$ cat src/rtl/config_usb_pkg.sv
// rtl/config_usb_pkg.sv - shared FSM states, sync word and DFU alternate settings
package config_usb_pkg;

  typedef enum logic [2:0] {
    ST_IDLE,
    ST_HDR,
    ST_REQ,
    ST_WAIT,
    ST_SEND,
    ST_TRL,
    ST_DONE
  } cfg_state_e;

  localparam logic [31:0] SYNC_WORD_DEFAULT = 32'hFAB0_FAB1;
  localparam logic [2:0]  ALT_DOWNLOAD      = 3'b001;
  localparam logic [2:0]  ALT_UPLOAD        = 3'b010;

endpackage

$ cat src/rtl/word_byte_serializer.sv
// rtl/word_byte_serializer.sv - loads a 32-bit word and emits it MSB-first as a valid/ready byte stream
// load_half starts the byte counter at 2 so only word[31:16] goes out.
module word_byte_serializer (
  input  logic        clk,
  input  logic        rst_n,
  input  logic        load,
  input  logic        load_half,
  input  logic [31:0] load_word,
  input  logic        abort,
  input  logic        tready,
  output logic [7:0]  tdata,
  output logic        tvalid,
  output logic        last_byte
);

  logic [31:0] shift_q;
  logic [1:0]  cnt_q;
  logic        valid_q;

  // load wins over a completing transfer so the next word follows with no gap
  always_ff @(posedge clk or negedge rst_n) begin
    if (!rst_n) begin
      shift_q <= 32'h0;
      cnt_q   <= 2'd0;
      valid_q <= 1'b0;
    end else if (abort) begin
      valid_q <= 1'b0;
    end else if (load) begin
      shift_q <= load_word;
      cnt_q   <= load_half ? 2'd2 : 2'd0;
      valid_q <= 1'b1;
    end else if (valid_q && tready) begin
      shift_q <= {shift_q[23:0], 8'h00};
      cnt_q   <= cnt_q + 2'd1;
      if (cnt_q == 2'd3) begin
        valid_q <= 1'b0;
      end
    end
  end

  assign tdata     = shift_q[31:24];
  assign tvalid    = valid_q;
  assign last_byte = valid_q && (cnt_q == 2'd3);

endmodule

$ cat src/rtl/config_readback_usb.sv
// rtl/config_readback_usb.sv - DFU upload path: reads config words and streams header, payload, optional checksum
// CONFIG_READBACK_CHECKSUM_EN adds a 16-bit payload byte sum sent as a 2-byte trailer.
module config_readback_usb
  import config_usb_pkg::*;
#(
  parameter int unsigned WORD_COUNT  = 256,
  parameter logic [2:0]  ALT_SETTING = ALT_UPLOAD,
  parameter logic [31:0] SYNC_WORD   = SYNC_WORD_DEFAULT
) (
  input  logic        clk_i,
  input  logic        reset_n_i,
  input  logic        dfu_mode_i,
  input  logic [2:0]  dfu_alt_i,
  input  logic        dfu_in_en_i,
  output logic [7:0]  dfu_in_data_o,
  output logic        dfu_in_valid_o,
  input  logic        dfu_in_ready_i,
  output logic        read_req_o,
  output logic [15:0] read_addr_o,
  input  logic [31:0] read_data_i,
  input  logic        read_valid_i,
  output logic        busy_o,
  output logic        done_o
);

  localparam logic [15:0] LAST_IDX = 16'(WORD_COUNT - 1);

  cfg_state_e  state_q, state_d;
  logic        en, en_q, en_rise;
  logic        busy, start, abort_req;
  logic [15:0] idx_q;
  logic        done_q;
  logic        stale_q;
  logic        ser_load, ser_half, ser_abort, ser_last, fire_last;
  logic [31:0] ser_word;

  assign en        = dfu_mode_i && dfu_in_en_i && (dfu_alt_i == ALT_SETTING);
  assign en_rise   = en && !en_q;
  assign busy      = !(state_q inside {ST_IDLE, ST_DONE});
  assign start     = (state_q == ST_IDLE) && en_rise;
  assign abort_req = busy && !en;
  assign fire_last = ser_last && dfu_in_ready_i;

`ifdef CONFIG_READBACK_CHECKSUM_EN
  logic [15:0] sum_q, sum_next;

  assign sum_next = sum_q + (((state_q == ST_SEND) && dfu_in_valid_o && dfu_in_ready_i)
                             ? {8'h00, dfu_in_data_o} : 16'h0000);

  always_ff @(posedge clk_i or negedge reset_n_i) begin
    if (!reset_n_i) begin
      sum_q <= 16'h0000;
    end else if (start) begin
      sum_q <= 16'h0000;
    end else begin
      sum_q <= sum_next;
    end
  end
`endif

  always_comb begin
    state_d   = state_q;
    ser_load  = 1'b0;
    ser_half  = 1'b0;
    ser_abort = 1'b0;
    ser_word  = SYNC_WORD;
    if (abort_req) begin
      state_d   = ST_IDLE;
      ser_abort = 1'b1;
    end else begin
      case (state_q)
        ST_IDLE: if (en_rise) begin
          state_d  = ST_HDR;
          ser_load = 1'b1;
        end
        ST_HDR: if (fire_last) state_d = ST_REQ;
        ST_REQ: state_d = ST_WAIT;
        ST_WAIT: if (read_valid_i && !stale_q) begin
          state_d  = ST_SEND;
          ser_load = 1'b1;
          ser_word = read_data_i;
        end
        ST_SEND: if (fire_last) begin
          if (idx_q == LAST_IDX) begin
`ifdef CONFIG_READBACK_CHECKSUM_EN
            state_d  = ST_TRL;
            ser_load = 1'b1;
            ser_half = 1'b1;
            ser_word = {sum_next, 16'h0000};
`else
            state_d  = ST_DONE;
`endif
          end else begin
            state_d = ST_REQ;
          end
        end
`ifdef CONFIG_READBACK_CHECKSUM_EN
        ST_TRL: if (fire_last) state_d = ST_DONE;
`endif
        ST_DONE: if (!en) state_d = ST_IDLE;
        default: state_d = ST_IDLE;
      endcase
    end
  end

  // en_q resets high so an enable already high at reset release is not a start
  always_ff @(posedge clk_i or negedge reset_n_i) begin
    if (!reset_n_i) begin
      state_q <= ST_IDLE;
      en_q    <= 1'b1;
      idx_q   <= 16'h0000;
      done_q  <= 1'b0;
      stale_q <= 1'b0;
    end else begin
      state_q <= state_d;
      en_q    <= en;
      if (start) begin
        idx_q  <= 16'h0000;
        done_q <= 1'b0;
      end else begin
        if ((state_q == ST_SEND) && (state_d == ST_REQ)) idx_q <= idx_q + 16'd1;
        if ((state_d == ST_DONE) && (state_q != ST_DONE)) done_q <= 1'b1;
      end
      // a read abandoned by an abort still owes one response; swallow it
      if ((state_q == ST_REQ) && !en) begin
        stale_q <= 1'b1;
      end else if (read_valid_i) begin
        stale_q <= 1'b0;
      end else if ((state_q == ST_WAIT) && !en) begin
        stale_q <= 1'b1;
      end
    end
  end

  word_byte_serializer u_ser (
    .clk       (clk_i),
    .rst_n     (reset_n_i),
    .load      (ser_load),
    .load_half (ser_half),
    .load_word (ser_word),
    .abort     (ser_abort),
    .tready    (dfu_in_ready_i),
    .tdata     (dfu_in_data_o),
    .tvalid    (dfu_in_valid_o),
    .last_byte (ser_last)
  );

  assign read_req_o  = (state_q == ST_REQ);
  assign read_addr_o = idx_q;
  assign busy_o      = busy;
  assign done_o      = done_q;

endmodule
$ cat config.mk
export PLATFORM = sky130hd
export DESIGN_NAME = config_readback_usb
export DESIGN_NICKNAME = d
export VERILOG_FILES = /design/src/rtl/config_usb_pkg.sv /design/src/rtl/word_byte_serializer.sv /design/src/rtl/config_readback_usb.sv
export SDC_FILE = /design/constraint.sdc
export NUM_CORES = 1
export LEC_CHECK = 0
export CORE_MARGIN = 2
export CORE_UTILIZATION = 51
export CTS_BUF_LIST = sky130_fd_sc_hd__clkbuf_16
export DETAILED_ROUTE_END_ITERATION = 8
export PLACE_DENSITY = 0.8
export REMOVE_ABC_BUFFERS = 1
export SLEW_MARGIN = 5
export SYNTH_ARGS = -nofsm -noshare
export SYNTH_HDL_FRONTEND = slang
export SYNTH_HIERARCHICAL = 1
export SYNTH_SLANG_ARGS = --single-unit
$ cat constraint.sdc
create_clock -name clk_i -period 2.88 [get_ports clk_i]
set_clock_uncertainty 0.2 [all_clocks]
set_input_delay 0.576 -clock clk_i [delete_from_list [all_inputs] [get_ports clk_i]]
set_output_delay 0.576 -clock clk_i [all_outputs]
set_load 0.01 [all_outputs]
# Word-level counts from Yosys, hierarchy flattened
# Index checks and enable logic that the tools add are counted.
[op_classes]
add_sub_neg = 2
eq_ne = 11
n_mux = 31
bitwise_logic = 1
n_reduce_logical = 27
[ops]
columns = ["operator", "count"]
rows = [
  ["32-bit two-way mux", 5],
  ["16-bit two-way mux", 2],
  ["3-bit two-way mux", 7],
  ["3-bit case mux with 6 select lines", 1],
  ["16-bit by 1-bit adder with 16-bit output, second input constant", 1],
  ["16-bit by 8-bit == test with 1-bit output, second input constant", 1],
  ["1-bit logical AND", 13],
  ["1-bit two-way mux", 13],
  ["3-bit by 2-bit == test with 1-bit output, second input constant", 4],
  ["3-bit == test, second input constant", 3],
  ["3-bit nonzero test", 3],
  ["2-bit nonzero test", 4],
  ["1-bit logical NOT", 4],
  ["2-bit two-way mux", 2],
  ["2-bit AND reduction", 2],
  ["3-bit by 1-bit == test with 1-bit output, second input constant", 1],
  ["3-bit logical NOT", 1],
  ["3-bit != test, second input constant", 1],
  ["2-bit by 1-bit adder with 2-bit output, second input constant", 1],
  ["2-bit == test, second input constant", 1],
  ["1-bit case mux with 2 select lines", 1],
  ["1-bit NOT", 1],
]
[word_totals]
regBits = 57
inputBits = 41
elab_cells = 80

# Logic depth before layout (Yosys ltp)
# Gate-level depths: netlist of run 1.
[depth]
word_depth = 10
ltp_mapped = 10

# Modules after synthesis
# Netlist of run 1, hierarchy kept.
[modules_own_cells]
columns = ["module", "n_inst", "cells_per_inst", "area_per_inst_um2", "seq_area_each_um2"]
rows = [
  ["word_byte_serializer", 1, 152, 1670.4, 875.8],
  ["config_readback_usb", 1, 173, 1520.2, 551.8],
]

# Worst setup path after synthesis of run 1
# OpenSTA, ideal clock, no wires.
[synth_path]
path_type = "in2reg"
from = "input port dfu_alt_i[2]"
to = "register u_ser.shift_q[3]"
setup_time_ns = 0.121
t_arrival_ns = 2.076
required_time_ns = 2.559
path_slack_ns = 0.483
stages = 10
path_cell_list = "and4bb_2 > nand2_1 > inv_1 > nand2_1 > nor2_1 > a21oi_2 > or2_1 > buf_6 > buf_6 > a22o_1"
[synth_between]
elab_chain_len = 8
elab_cells_between_ends = 14
cone_classes = "1 x eq/ne; 6 x mux; 1 x bitwise; 6 x reduce/logical"
[synth_lines]
columns = ["element", "line_no", "source"]
rows = [
  ["start, declared", "config_readback_usb.sv:13", "input logic [2:0] dfu_alt_i,"],
  ["3-bit by 2-bit == test with 1-bit output *", "config_readback_usb.sv:37", "assign en = dfu_mode_i && dfu_in_en_i && (dfu_alt_i == ALT_SETTING);"],
  ["1-bit logical AND *", "config_readback_usb.sv:37", ""],
  ["net en", "config_readback_usb.sv:29", "logic en, en_q, en_rise;"],
  ["1-bit logical AND", "config_readback_usb.sv:38", "assign en_rise = en && !en_q;"],
  ["1-bit two-way mux", "config_readback_usb.sv:72", "ST_IDLE: if (en_rise) begin"],
  ["1-bit case mux with 2 select lines", "config_readback_usb.sv:71", "case (state_q)"],
  ["1-bit two-way mux *", "config_readback_usb.sv:67", "if (abort_req) begin"],
  ["net ser_load", "config_readback_usb.sv:34", "logic ser_load, ser_half, ser_abort, ser_last, fire_last;"],
  ["2-bit nonzero test (no line)", "-", ""],
  ["2-bit AND reduction (no line)", "-", ""],
  ["end signal, assigned", "word_byte_serializer.sv:29", "shift_q <= load_word;"],
  ["end signal, assigned", "word_byte_serializer.sv:33", "shift_q <= {shift_q[23:0], 8'h00};"],
  ["end, declared", "word_byte_serializer.sv:16", "logic [31:0] shift_q;"],
]
# Mark *: on every way through the listed nets, which the timed path passes. The rest lies on a longest branch.
# A chain may end at the register's enable or synchronous reset.

# Worst setup path in the final report of run 1
[layout_path]
from = "register state_q[1]"
to = "output port busy_o"
[layout_between]
elab_chain_len = 3
elab_cells_between_ends = 4
cone_classes = "1 x eq/ne; 3 x reduce/logical"
[layout_lines]
columns = ["element", "line_no", "source"]
rows = [
  ["start, declared", "config_readback_usb.sv:28", "cfg_state_e state_q, state_d;"],
  ["start signal, assigned", "config_readback_usb.sv:115", "state_q <= state_d;"],
  ["3-bit == test or 3-bit logical NOT (tied branches)", "config_readback_usb.sv:39", "assign busy = !(state_q inside {ST_IDLE, ST_DONE});"],
  ["2-bit nonzero test *", "config_readback_usb.sv:39", ""],
  ["1-bit logical NOT *", "config_readback_usb.sv:39", ""],
  ["end, declared", "config_readback_usb.sv:22", "output logic busy_o,"],
]
# Every way passes the cells marked *; elsewhere a longest branch is shown, timed or not.

==> results of run 1 <==
## layer usage
layer  vias to the layer above  track usage (%)  routed length [um]
li1                       1254                -                   -
met1                      1236             27.7                3110
met2                        79             34.8                3420
met3                        12             6.16                 380
met4                         0             8.79                 112
met5                         -                0                   0
## per-stage QoR
stage	hold WS, ps	instance area, um2	instances	TNS, ps	worst slack, ps
after floorplan	80.4	3010	297	-48410	-1530
after global placement	279	3910	452	0	164
after detailed placement	295	3910	452	0	109
after CTS	88.6	4160	467	0	174
after global routing	125	4160	467	0	49.0
final	77.3	4160	467	0	180
## Yosys cell counts (all sizes together)
| cell type | number | area (um2) |
|---|---|---|
| conb | 1 | 3.75 |
| and4b | 1 | 10.0 |
| nand3 | 12 | 60.1 |
| a2111oi | 1 | 15.0 |
| clkbuf | 9 | 33.8 |
| and2 | 16 | 100 |
| nand4 | 3 | 33.8 |
| nor2 | 22 | 82.6 |
| or2 | 21 | 131 |
| and3b | 1 | 8.76 |
| buf | 19 | 151 |
| a211oi | 2 | 20.0 |
| or3 | 2 | 12.5 |
| nor3b | 1 | 7.51 |
| inv | 5 | 18.8 |
| xnor2 | 6 | 52.6 |
| nor4 | 5 | 43.8 |
| or4 | 1 | 7.51 |
| and2b | 1 | 7.51 |
| o21ai | 54 | 270 |
| o31ai | 1 | 7.51 |
| dfstp | 1 | 26.3 |
| and4 | 1 | 8.76 |
| nand2b | 2 | 12.5 |
| a32o | 1 | 10.0 |
| a21oi | 5 | 28.8 |
| and3 | 2 | 12.5 |
| nor2b | 4 | 25.0 |
| xor2 | 8 | 70.1 |
| o211ai | 1 | 7.51 |
| dfrtp | 56 | 1400 |
| nand2 | 13 | 48.8 |
| nor4b | 1 | 15.0 |
| ha | 2 | 25.0 |
| nor3 | 4 | 25.0 |
| mux2i | 28 | 280 |
| nand3b | 1 | 7.51 |
| a22o | 8 | 70.1 |
| and4bb | 3 | 37.5 |
## flip-flops by register name, summed over array words and instances (netlist names)
| name | flops |
|---|---|
| state_q | 3 |
| en_q | 1 |
| done_o | 1 |
| stale_q | 1 |
| read_addr_o | 16 |
| u_ser/shift_q | 32 |
| u_ser/cnt_q | 2 |
| u_ser/tvalid | 1 |
## cell type report
class / count / area [um2]
tap: 75 / 93.8
clock inverter: 6 / 27.5
sequential: 57 / 1430
fill: 487 / 1830
multi-input combinational: 235 / 1570
clock buffer: 9 / 225
inverter: 5 / 18.8
timing repair buffer: 80 / 803
## how the worst max path moves through the flow
stage                                   endpoint            startpoint  cells past startpoint
finish                                    busy_o  state_q[1]$_DFF_PN0_                      3
global route                              busy_o  state_q[1]$_DFF_PN0_                      3
CTS                                       busy_o  state_q[1]$_DFF_PN0_                      3
detailed placement  u_ser/shift_q[7]$_DFFE_PN0P_          dfu_alt_i[0]                     10
global placement    u_ser/shift_q[7]$_DFFE_PN0P_          dfu_alt_i[2]                     10
floorplan           u_ser/shift_q[0]$_DFFE_PN0P_          dfu_alt_i[2]                      8
## power by group through the flow
stage | Sequential, W | Clock, W | Combinational, W
floorplan | 0.00102 | 0 | 0.000199
global placement | 0.00101 | 0 | 0.000440
detailed placement | 0.00102 | 0 | 0.000456
CTS | 0.00101 | 0.000923 | 0.000457
global route | 0.00102 | 0.000965 | 0.000508
finish | 0.00101 | 0.000909 | 0.000452
## kinds of logic after synthesis
| group | share of synthesized area [%] |
|---|---|
| compound gates | 13.5 |
| xor+xnor | 3.84 |
| fa+ha+maj | 0.784 |
| buf+inv | 6.39 |
| flops | 44.7 |
| mux | 8.78 |
| other cells | 0.118 |
| simple gates | 21.9 |
## placed cells by master, fill, tap and decap left out, types with 2 or more instances in the layout
cell type,count
or2_2,20
inv_1,6
nand4_1,2
nor2b_1,4
nand3_1,12
a21oi_1,4
a22o_1,8
clkbuf_16,9
nor4_1,3
buf_12,3
xnor2_1,6
xor2_1,8
or3_1,2
nor3_1,3
dfrtp_1,56
and4bb_2,2
clkinv_1,3
clkdlybuf4s50_1,67
and3_1,2
buf_4,9
and2_1,16
nand2_1,13
ha_1,2
nor2_1,21
nand2b_1,2
o21ai_0,48
o21ai_1,6
nor4_2,2
mux2i_1,28
==> reports/results.tsv, run 1 <==
stage	metric	value	unit
critical_path	slowest CP cell	clkdlybuf4s50_1	
global_route	largest net degree at the start of global routing	34	
pwr	VDD IR max	409	uV
timing	min cycle time layout	2700	ps
timing	unrepaired setup endpoints after global routing	no	
clock_network	CTS hold repair buffers	0	
drt	vias	2581	
critical_path	Crit. End Element	output pin	
pwr	Comb power frac	19.1	%
layout	synthesis-to-layout area growth	30.5	%
synth	Yosys warning count	6	
clock_network	Clock transition at path regs	50	ps
critical_path	crit start category	register	
drt	1st-iter DRT viols	125	
clock_network	CTS tree	built	
critical_path	critical-path maximum fanout	11	
timing	fin. max-slew vios	0	
pwr	Lkg Pwr	1.70	nW
critical_path	WP data required	2100	ps
layout	share of layout cells above drive strength 1	14.3	%
global_route	gr ovfl total	0	
critical_path	Max stage delay on crit path	540	ps
die	core footprint	5990	um2
timing	Achievable Freq	0.370	GHz
critical_path	Reg-to-Reg Start	state_q[1]$_DFF_PN0_	
layout	ANT cells	0	
critical_path	R2R cell count	6	
pwr	Pint	0.00173	W
clock_network	CTS Sinks	57	
synth	#FFs+latches synth	57	
critical_path	critical path's top delay family	buffers and inverters	
die	chip width	83.1	um
drt	Post-DRT Antenna Nets	0	
drt	number of vias per cell	5.53	
global_route	initial antenna violation count	0	
clock_network	Bufs on Longest Clock Path	2	
die	I/O Pins	69	
drt	TritonRoute pass-1 iters	6	
critical_path	Cell Chain, Critical Path	nor2b_1, or3_1, clkdlybuf4s50_1	
synth	post-synthesis cell area	3190	um2
critical_path	Reg2Reg Capture Point	u_ser/shift_q[7]$_DFFE_PN0P_	
clock_network	CTS H-tree depth	3	
placed_design	IO Port Bufs	68	
die	row count	28	
pwr	Clock power frac	38.4	%
critical_path	setup slack, reg-to-reg	610	ps
die	DIE AREA	6900	um2
die	die span in y	83.1	um
synth	Unique masters post-synth	49	
timing	Hold Vio Cnt, Final	0	
placed_design	gpl congestion	0.871	
placed_design	DP HPWL	4840	um
global_route	number of global-route vias before repair	2622	
clock_network	TritonCTS buffer count	9	
clock_network	clk root buf	clkbuf_16	
pwr	PwrDens	569	nW/um2
synth	Gate Count Post-Synth	325	
pwr	Sequential Power Share	42.5	%
timing	final setup fails	0	
synth	post-synthesis sequential area ratio	44.7	%
clock_network	Clk Latency, worst-skew pair	320	ps
clock_network	# resized after CTS	0	
clock_network	postcts setup bufs	0	
layout	Final Util	69.5	%
pwr	Net Sw Frac	26.7	%
drt	WL final	7020	um
worst_hold_path	min-delay worst type	in2async	
timing	Slew HR	57.0	%
critical_path	CP Class	reg2out	
pwr	Pwr Total	0.00237	W
outcome	status	complete, no violations	
run	# Max-Cap Violations	0	
die	Initial Util	53.3	%
synth	Synth Area per Inst	9.82	um2
drt	Avg WL per Cell	15.0	um
layout	fin nets	431	
critical_path	Crit path arrival time	1920	ps
drt	Residual DRC	0	
global_route	Global Route Usage Sum	21.7	%
timing	fin crit share	93.7	%
critical_path	Worst Path Buf+Inv	1	
global_route	first-pass GRT wire length	12300	um
timing	worst-margin pin slew	645	ps
pwr	Switching Power	0.000633	W
(Power assumes the default switching activity.)
==> run 2: changes to the inputs <==
--- a/constraint.sdc
+++ b/constraint.sdc
@@ -3,3 +3,3 @@
 set_input_delay 0.576 -clock clk_i [delete_from_list [all_inputs] [get_ports clk_i]]
 set_output_delay 0.576 -clock clk_i [all_outputs]
-set_load 0.01 [all_outputs]
+set_load 0.02 [all_outputs]
==> reports/results.tsv, run 2 (same netlist as run 1, synthesis figures left out) <==
stage	metric	value	unit	change
timing	unrepaired setup endpoints after global routing	no		unchanged
die	chip width	83.1	um	unchanged
clock_network	CTS tree	built		unchanged
pwr	Pint	0.00192	W	was 0.00173 W
timing	min cycle time layout	2650	ps	was 2700 ps
drt	1st-iter DRT viols	141		was 125
outcome	status	complete, no violations		unchanged
clock_network	TritonCTS buffer count	9		unchanged
global_route	first-pass GRT wire length	12400	um	was 12300 um
drt	vias	2596		was 2581
critical_path	Crit. End Element	output pin		unchanged
layout	Largest Register	u_ser/shift_q		unchanged
placed_design	IO Port Bufs	68		unchanged
pwr	PwrDens	615	nW/um2	was 569 nW/um2
timing	fin. max-slew vios	0		unchanged
pwr	VDD IR max	338	uV	was 409 uV
timing	fin crit share	91.8	%	was 93.7%
timing	Hold Vio Cnt, Final	0		unchanged
layout	max reg flops	32		unchanged
timing	final setup fails	0		unchanged
placed_design	placed cell area	3920	um2	was 3910 um2
drt	number of vias per cell	5.54		was 5.53
critical_path	CP Class	reg2out		unchanged
drt	Residual DRC	0		unchanged
critical_path	CP Launch Point	state_q[2]$_DFF_PN0_		was state_q[1]$_DFF_PN0_
clock_network	CTS Sinks	57		unchanged
layout	Final Util	70.6	%	was 69.5%
critical_path	crit start category	register		unchanged
die	row count	28		unchanged
layout	share of layout cells above drive strength 1	15.2	%	was 14.3%
critical_path	WP data required	2100	ps	about the same
pwr	Net Sw Frac	26.1	%	was 26.7%
die	core footprint	5990	um2	unchanged
clock_network	Bufs on Longest Clock Path	2		unchanged
layout	ANT cells	0		unchanged
pwr	Clock power frac	42.8	%	was 38.4%
pwr	Lkg Pwr	1.74	nW	was 1.70 nW
global_route	Global Route Usage Sum	21.8	%	was 21.7%
timing	TNS Setup	0	ps	unchanged
die	die span in y	83.1	um	unchanged
layout	synthesis-to-layout area growth	32.5	%	was 30.5%
pwr	Comb power frac	18.6	%	was 19.1%
die	Initial Util	53.3	%	unchanged
layout	Non-Filler Instances	469		was 467
critical_path	critical-path maximum fanout	6		was 11
critical_path	setup slack, reg-to-reg	530	ps	was 610 ps
die	I/O Pins	69		unchanged
clock_network	Clock transition at path regs	50	ps	about the same
pwr	Sequential Power Share	38.7	%	was 42.5%
placed_design	gpl congestion	0.894		was 0.871
drt	WL final	7270	um	was 7020 um
placed_design	dpl cells	453		was 452
global_route	number of global-route vias before repair	2675		was 2622
critical_path	Reg-to-Reg Start	read_addr_o[0]$_DFFE_PN0P_		was state_q[1]$_DFF_PN0_
clock_network	Clk Latency, worst-skew pair	320	ps	about the same
layout	fin nets	432		was 431
drt	Avg WL per Cell	15.5	um	was 15.0 um
run	# Max-Cap Violations	0		unchanged
critical_path	Crit path arrival time	1870	ps	was 1920 ps
clock_network	CTS hold repair buffers	0		unchanged
placed_design	DP HPWL	4950	um	was 4840 um
clock_network	postcts setup bufs	0		unchanged
layout	fin area	4230	um2	was 4160 um2
timing	worst-margin pin slew	630	ps	was 645 ps
timing	Slew HR	58.0	%	was 57.0%
timing	Achievable Freq	0.378	GHz	was 0.370 GHz
global_route	gr ovfl total	0		unchanged
global_route	initial antenna violation count	0		unchanged
drt	TritonRoute pass-1 iters	4		was 6
timing	Setup WS post-layout	235	ps	was 180 ps
drt	Post-DRT Antenna Nets	0		unchanged
layout	most frequent cells in the layout	clkdlybuf4s50_1 (67), dfrtp_1 (56), o21ai_0 (48)		unchanged
clock_network	clk root buf	clkbuf_16		unchanged
placed_design	Place WS	122	ps	was 109 ps
clock_network	# resized after CTS	0		unchanged
worst_hold_path	min-delay worst type	in2async		unchanged
pwr	Switching Power	0.000679	W	was 0.000633 W
layout	commonest non-fill, non-tap cell in the layout	clkdlybuf4s50_1		unchanged
clock_network	CTS H-tree depth	3		unchanged
global_route	largest net degree at the start of global routing	34		unchanged
die	DIE AREA	6900	um2	unchanged
-- run 2: cell count changes in the layout (fill, tap and decap cells not counted), sizes merged --
cell / delta
bufinv: +2
buf: +1
clkinvlp: -1
-- run 2: through the flow --
step | hold slack, ps | power (W)
2_1_floorplan | 80.4 | 0.00125
3_3_place_gp | 279 | 0.00149
3_5_place_dp | 293 | 0.00150
4_1_cts | 97.4 | 0.00261
5_1_grt | 124 | 0.00271
6_report | 71.4 | 0.00260
-- run 2: path summary, 6_finish.rpt --
kind | end | depth (start not counted)
worst max-delay path | busy_o | 3
worst min-delay path | done_o$_DFFE_PN0P_ | 1
worst max register to register | read_addr_o[1]$_DFFE_PN0P_ | 6
worst min register to register | done_o$_DFFE_PN0P_ | 1
max in group asynchronous | read_addr_o[4]$_DFFE_PN0P_ | 2
min in group clk_i | done_o$_DFFE_PN0P_ | 1
-- run 2: area by class of cell --
type                            count  area, um2
Clock buffer                        9        225
Clock inverter                      7       86.3
Fill cell                         454       1760
Inverter                            5       18.8
Multi-Input combinational cell    235       1570
Sequential cell                    57       1430
Tap cell                           75       93.8
Timing Repair Buffer               81        811
-- run 2: routing by layer --
metal / track usage [%] / share of wire, % / vias up
met1: 27.4 / 44 / 1243
met3: 5.67 / 5.4 / 8
li1: - / - / 1259
met2: 36.6 / 50 / 86
met5: 0 / 0 / -
met4: 7.30 / 1.0 / 0
-- run 2: worst max-delay path: stages (launching register included) --
cell	delay, ps
dfrtp_1	450
nor2b_1	300
or3_1	190
clkdlybuf4s50_1	610
-- run 2: power by group through the flow --
stage / clock network [W] / registers (W) / logic (W)
after global routing: 0.00116 / 0.00102 / 0.000534
final: 0.00111 / 0.00101 / 0.000483
after global placement: 0 / 0.00101 / 0.000474
after floorplan: 0 / 0.00105 / 0.000199
after detailed placement: 0 / 0.00102 / 0.000486
after CTS: 0.00112 / 0.00101 / 0.000487
